==> config.mk <==
export PLATFORM = sky130hd
export DESIGN_NAME = fpa_div_seq_flat
export DESIGN_NICKNAME = d
export VERILOG_FILES = /design/src/rtl/fpa_div_seq_if.sv /design/src/rtl/fpa_div_seq.sv /design/src/flat_wrapper.sv
export SDC_FILE = /design/constraint.sdc
export NUM_CORES = 1
export LEC_CHECK = 0
export BUFFER_PORTS_ARGS = -buffer_cell sky130_fd_sc_hd__buf_2
export CORE_MARGIN = 10
export CORE_UTILIZATION = 55
export CTS_CLUSTER_SIZE = 28
export DETAILED_ROUTE_END_ITERATION = 8
export GPL_TIMING_DRIVEN = 0
export PLACE_DENSITY_LB_ADDON = 0.25
export SLEW_MARGIN = 30
export SYNTH_ARGS = -nofsm -noshare
export SYNTH_HDL_FRONTEND = slang
export SYNTH_SLANG_ARGS = --single-unit
==> constraint.sdc <==
create_clock -name clk -period 2.86 [get_ports clk]
set_input_delay 0 -clock clk [delete_from_list [all_inputs] [get_ports clk]]
set_output_delay 0 -clock clk [all_outputs]
set_load 0.02 [all_outputs]
==> src/rtl/fpa_div_seq_if.sv <==
// Handshake and operand/result bundle for the sequential Q16.15 sign-magnitude divider.
interface fpa_div_seq_if;
  logic        start;
  logic [31:0] x1;
  logic [31:0] x2;
  logic        busy;
  logic        done;
  logic [31:0] y;
  logic        ovf;
  logic        dz;

  modport master (
    output start, x1, x2,
    input  busy, done, y, ovf, dz
  );

  modport slave (
    input  start, x1, x2,
    output busy, done, y, ovf, dz
  );
endinterface

==> src/rtl/fpa_div_seq.sv <==
// Restoring shift-subtract divider for sign-magnitude Q16.15, one quotient bit per clock.
// The dividend register doubles as the quotient register: quotient bits enter at the LSB.
module fpa_div_seq #(
  parameter int unsigned INT_BITS  = 16,
  parameter int unsigned FRAC_BITS = 15
) (
  input  logic          clk,
  input  logic          rst,
  fpa_div_seq_if.slave  bus
);

  localparam int unsigned MagW = INT_BITS + FRAC_BITS;
  localparam int unsigned N    = INT_BITS + 2 * FRAC_BITS;
  localparam int unsigned CntW = $clog2(N);
  localparam logic [CntW-1:0] CntLast = CntW'(N - 1);
  localparam logic [MagW-1:0] MagSat  = '1;

  typedef enum logic [1:0] {StIdle, StCalc, StDone} state_e;

  state_e          state_q, state_d;
  logic [CntW-1:0] cnt_q, cnt_d;
  logic [MagW-1:0] rem_q, rem_d;
  logic [N-1:0]    dvd_q, dvd_d;
  logic [MagW-1:0] mb_q, mb_d;
  logic            rs_q, rs_d;
  logic [MagW:0]   y_q, y_d;
  logic            ovf_q, ovf_d;
  logic            dz_q, dz_d;

  logic [MagW:0]   rem_sh;
  logic [MagW:0]   diff;
  logic            ge;
  logic [N-1:0]    dvd_nxt;
  logic            ovf_c;
  logic [MagW-1:0] mag;

  always_comb begin
    state_d = state_q;
    cnt_d   = cnt_q;
    rem_d   = rem_q;
    dvd_d   = dvd_q;
    mb_d    = mb_q;
    rs_d    = rs_q;
    y_d     = y_q;
    ovf_d   = ovf_q;
    dz_d    = dz_q;

    // rem_q < mb_q always holds, so the borrow bit of diff alone decides R >= mb.
    rem_sh  = {rem_q, dvd_q[N-1]};
    diff    = rem_sh - {1'b0, mb_q};
    ge      = ~diff[MagW];
    dvd_nxt = {dvd_q[N-2:0], ge};
    ovf_c   = |dvd_nxt[N-1:MagW];
    mag     = ovf_c ? MagSat : dvd_nxt[MagW-1:0];

    unique case (state_q)
      StIdle: begin
        if (bus.start) begin
          rs_d  = bus.x1[MagW] ^ bus.x2[MagW];
          mb_d  = bus.x2[MagW-1:0];
          dvd_d = {bus.x1[MagW-1:0], {FRAC_BITS{1'b0}}};
          rem_d = '0;
          cnt_d = '0;
          if (bus.x2[MagW-1:0] == '0) begin
            state_d = StDone;
            y_d     = {bus.x1[MagW] ^ bus.x2[MagW], MagSat};
            ovf_d   = 1'b0;
            dz_d    = 1'b1;
          end else begin
            state_d = StCalc;
          end
        end
      end
      StCalc: begin
        rem_d = ge ? diff[MagW-1:0] : rem_sh[MagW-1:0];
        dvd_d = dvd_nxt;
        cnt_d = cnt_q + CntW'(1);
        if (cnt_q == CntLast) begin
          state_d = StDone;
          y_d     = {rs_q & (|mag), mag};
          ovf_d   = ovf_c;
          dz_d    = 1'b0;
        end
      end
      StDone: begin
        state_d = StIdle;
      end
      default: begin
        state_d = StIdle;
      end
    endcase
  end

  always_ff @(posedge clk) begin
    if (rst) begin
      state_q <= StIdle;
      cnt_q   <= '0;
      rem_q   <= '0;
      dvd_q   <= '0;
      mb_q    <= '0;
      rs_q    <= 1'b0;
      y_q     <= '0;
      ovf_q   <= 1'b0;
      dz_q    <= 1'b0;
    end else begin
      state_q <= state_d;
      cnt_q   <= cnt_d;
      rem_q   <= rem_d;
      dvd_q   <= dvd_d;
      mb_q    <= mb_d;
      rs_q    <= rs_d;
      y_q     <= y_d;
      ovf_q   <= ovf_d;
      dz_q    <= dz_d;
    end
  end

  assign bus.busy = (state_q != StIdle);
  assign bus.done = (state_q == StDone);
  assign bus.y    = y_q;
  assign bus.ovf  = ovf_q;
  assign bus.dz   = dz_q;

endmodule

==> src/flat_wrapper.sv <==
// flat-port wrapper written by rule: the top's interface ports become plain ports
module fpa_div_seq_flat 
#(
  parameter int unsigned INT_BITS  = 16,
  parameter int unsigned FRAC_BITS = 15
)
  (clk, rst, bus_start, bus_x1, bus_x2, bus_busy, bus_done, bus_y, bus_ovf, bus_dz);
  fpa_div_seq_if bus_i ();
  input  logic clk;
  input  logic rst;
  input wire logic [$bits(bus_i.start)-1:0] bus_start;
  input wire logic [$bits(bus_i.x1)-1:0] bus_x1;
  input wire logic [$bits(bus_i.x2)-1:0] bus_x2;
  output wire logic [$bits(bus_i.busy)-1:0] bus_busy;
  output wire logic [$bits(bus_i.done)-1:0] bus_done;
  output wire logic [$bits(bus_i.y)-1:0] bus_y;
  output wire logic [$bits(bus_i.ovf)-1:0] bus_ovf;
  output wire logic [$bits(bus_i.dz)-1:0] bus_dz;
  assign bus_i.start = bus_start;
  assign bus_i.x1 = bus_x1;
  assign bus_i.x2 = bus_x2;
  assign bus_busy = bus_i.busy;
  assign bus_done = bus_i.done;
  assign bus_y = bus_i.y;
  assign bus_ovf = bus_i.ovf;
  assign bus_dz = bus_i.dz;
  fpa_div_seq #(.INT_BITS(INT_BITS), .FRAC_BITS(FRAC_BITS)) u_core (.clk(clk), .rst(rst), .bus(bus_i));
endmodule
==> flow_summary.toml <==
[clock_network]
insertion_delay_ns = 0.43
cts_root_buf = "clkbuf_16"
cts.path.max_buffers = 2
cts_sinks = 151
cts_tree = "built"
cts_made_buffers = 17
cts_htree_levels = 4
clkTransAtPathRegs_ns = 0.07

[placement]
dp_hpwl_um = 15800
placed_area_um2 = 8520
place.gp.congestion = 0.928
numPortBuffers = 101

[grt]
grt_overflow = 0
grt_pass1_vias = 7827
grt_pass1_wl_um = 37400
grt_max_degree = 17
antenna_found_initial = 0
grt_usage_pct = 22.8

[power_and_ir_drop]
comb_power_share_pct = 31.3
pwr-share-clk_pct = 32.8
cellPowerDensity_nw_per_um2 = 678
p_leak_nw = 4.13
p_sw_share_pct = 33.9
p_sw_w = 0.00226
vdd_drop_max_uv = 447
internal-power_w = 0.00440
seqPwrFrac_pct = 35.9

[logic_synthesis]
syn_inst = 1021
synthMostInstantiatedCell = "nor2_1"
synth-edff-count = 0
yosysSeqAreaShare_pct = 38.8
ys_types = 61
synthTopCellsByArea = "dfxtp_1 39%, nor2_1 10%, nand2_1 5.9%"
synth.top_cells.by_count = "212 x nor2_1, 151 x dfxtp_1, 123 x nand2_1"
synth-async-reset-ratio_pct = 0
yosysTopAreaCellShare_pct = 38.8
ys.warnings.count = 0
ys_ff_latch = 151
synth_area_um2 = 7790
syn-num-nets = 1122
avgSynthCellArea_um2 = 7.63
ys.flop_type = "dfxtp_1"
yosysTopAreaCell = "dfxtp_1"

[setup_path]
crit_chain = "inv_1, ha_1, a21oi_1, nand2_1, o211ai_2, o211ai_2, a21oi_2, a21oi_1, a211oi_2, buf_6, buf_12, mux2i_2, o21ai_1"
critPathMaxFanout = 10
critPathKind = "flip-flop to flip-flop"
cp_data_arrival_time_ns = 3.10
path_delay_family = "compound AO/OA/AOI/OAI gates"
path_buf_inv = 3
worstSetupEndpointType = "flip-flop"
cp.required_ns = 3.15
slowest_stage = "ha_1"
crit_path_max_incr_delay_ns = 0.38
worstSetupStartpointType = "flip-flop"

[sta]
finalSetupViolCount = 0
hold_viol_final = 0
worstMarginPinSlew_ns = 0.788
clock_skew_ns = 0.0102
slew_viol_final = 0
maxSlewHeadroom_pct = 47.5
max_freq_ghz = 0.357
post-route-period-util_pct = 97.9
post-route-min-period_ns = 2.80
grt_setup_unrepaired = "true"

[worst_hold_path]
hold_class = "input pin to flip-flop"

[floorplanning]
die_w_um = 139
initial_core_util_pct = 56.1
die_area_um2 = 19300
rows = 43
pin_count = 103
die-height_um = 139
core_um2 = 13900

[job]
drv_cap = 0

[cells_and_area]
post-route-util_pct = 70.7
final_cell_area_um2 = 9820
antenna_cells = 0
drive_gt1_share_pct = 14.7
area_growth_pct = 26.1
fin_nets = 1313

[status]
status = "finished, final reports clean"

[route]
remaining_drc_errors = 0
vias = 7981
drt-total-wl_um = 22900
drt-wirelength-per-cell_um = 16.3
drt_iter0_drc = 848
via_per_inst = 5.68
firstDrtPassIters = 5
drtAntennaViolNets = 0
## worst paths after layout
path	slack [ns]	cells after the start	start	endpoint
hold reg to reg	0.45	2	u_core.mb_q[9]$_SDFFE_PP0P_	u_core.mb_q[9]$_SDFFE_PP0P_
hold / removal	0.10	5	bus_x1[30]	u_core.dvd_q[45]$_SDFFE_PP0P_
setup reg to reg	0.06	13	u_core.mb_q[6]$_SDFFE_PP0P_	u_core.rem_q[25]$_SDFFE_PP0P_
setup / recovery	0.06	13	u_core.mb_q[6]$_SDFFE_PP0P_	u_core.rem_q[25]$_SDFFE_PP0P_
## cells by family (layout without fill, tap and decap cells)
group | Yosys count | count (layout) | synth area share [%]
simple gates | 468 | 468 | 26.5
buf+inv | 105 | 309 | 5.80
flops | 151 | 151 | 38.8
mux | 27 | 27 | 3.47
fa+ha+maj | 34 | 34 | 5.56
xor+xnor | 28 | 28 | 3.15
compound gates | 208 | 208 | 16.7
## layout make-up
cell class | count | area, um^2
Inverter | 48 | 180
Clock inverter | 14 | 135
Sequential cell | 151 | 3020
Buffer | 57 | 273
Timing Repair Buffer | 172 | 1200
Clock buffer | 18 | 429
Fill cell | 1138 | 4070
Tap cell | 180 | 225
Multi-Input combinational cell | 765 | 4350
## power groups by stage
stage               Sequential [W]  Combinational, W  Clock [W]
floorplan                  0.00245           0.00139          0
global placement           0.00242           0.00185          0
detailed placement         0.00243           0.00188          0
CTS                        0.00238           0.00197    0.00220
global route               0.00241           0.00226    0.00230
finish                     0.00239           0.00208    0.00219
## timing repair
action	in CTS	in global routing
endpoints found under the setup margin	3	26
gates resized for setup	2	10
pin swaps	3	5
gates cloned	0	0
hold buffers	63	0
endpoints found under the hold margin	62	0
buffers inserted	1	7
## registers in the layout (all words and copies together) (netlist names)
register,cells
u_core.bus.y,32
u_core.cnt_q,6
u_core.rem_q,31
u_core.bus.dz,1
u_core.mb_q,31
u_core.rs_q,1
u_core.bus.ovf,1
u_core.state_q,2
u_core.dvd_q,46
## layout by cell type (no fill, tap or decap), drive strengths merged, types with 3 or more instances in the layout
master / n
nor2b: 4
xor2: 7
nor4: 46
nor3: 32
nand2b: 9
nor2: 213
o21bai: 8
a22o: 3
o21ai: 50
nand2: 125
dlygate4sd3: 63
a21o: 3
and2: 3
ha: 33
buf: 118
or2: 4
clkinv: 4
a211oi: 18
o21a: 3
clkbuf: 66
a21oi: 77
xnor2: 21
nand4: 9
inv: 57
dfxtp: 151
a31oi: 5
a22oi: 16
nand3: 14
mux2i: 27
o211ai: 11
## worst reg2reg max path, cell delays in order (launching register included)
cell      delay (ns)
dfxtp_1         0.33
inv_1           0.04
ha_1            0.38
a21oi_1         0.16
nand2_1         0.11
o211ai_2        0.17
o211ai_2        0.18
a21oi_2         0.25
a21oi_1         0.11
a211oi_2        0.28
buf_6           0.19
buf_12          0.16
mux2i_2         0.24
o21ai_1         0.09
## per-stage QoR
step           std cells  setup TNS, ns  total power, W  worst slack (ns)  hold slack, ns
3_5_place_dp        1302         -0.259         0.00430            -0.226           0.261
3_3_place_gp        1302         -0.211         0.00427            -0.202           0.257
5_1_grt             1405         -0.105         0.00697           -0.0466           0.107
4_1_cts             1398              0         0.00656           0.00929          0.0651
2_1_floorplan       1021              0         0.00385             0.333           0.136
6_report            1405              0         0.00665            0.0590           0.102
## layer usage
layer  GRT usage [%]  part of all wire (%)  up-vias
met5               0                     0        -
met1            26.8                    42     3694
li1                -                     -     3898
met2            38.6                    48      330
met4            8.95                   2.9        0
met3            5.86                   7.2       59
No activity file was read; power rests on OpenSTA's default activity.
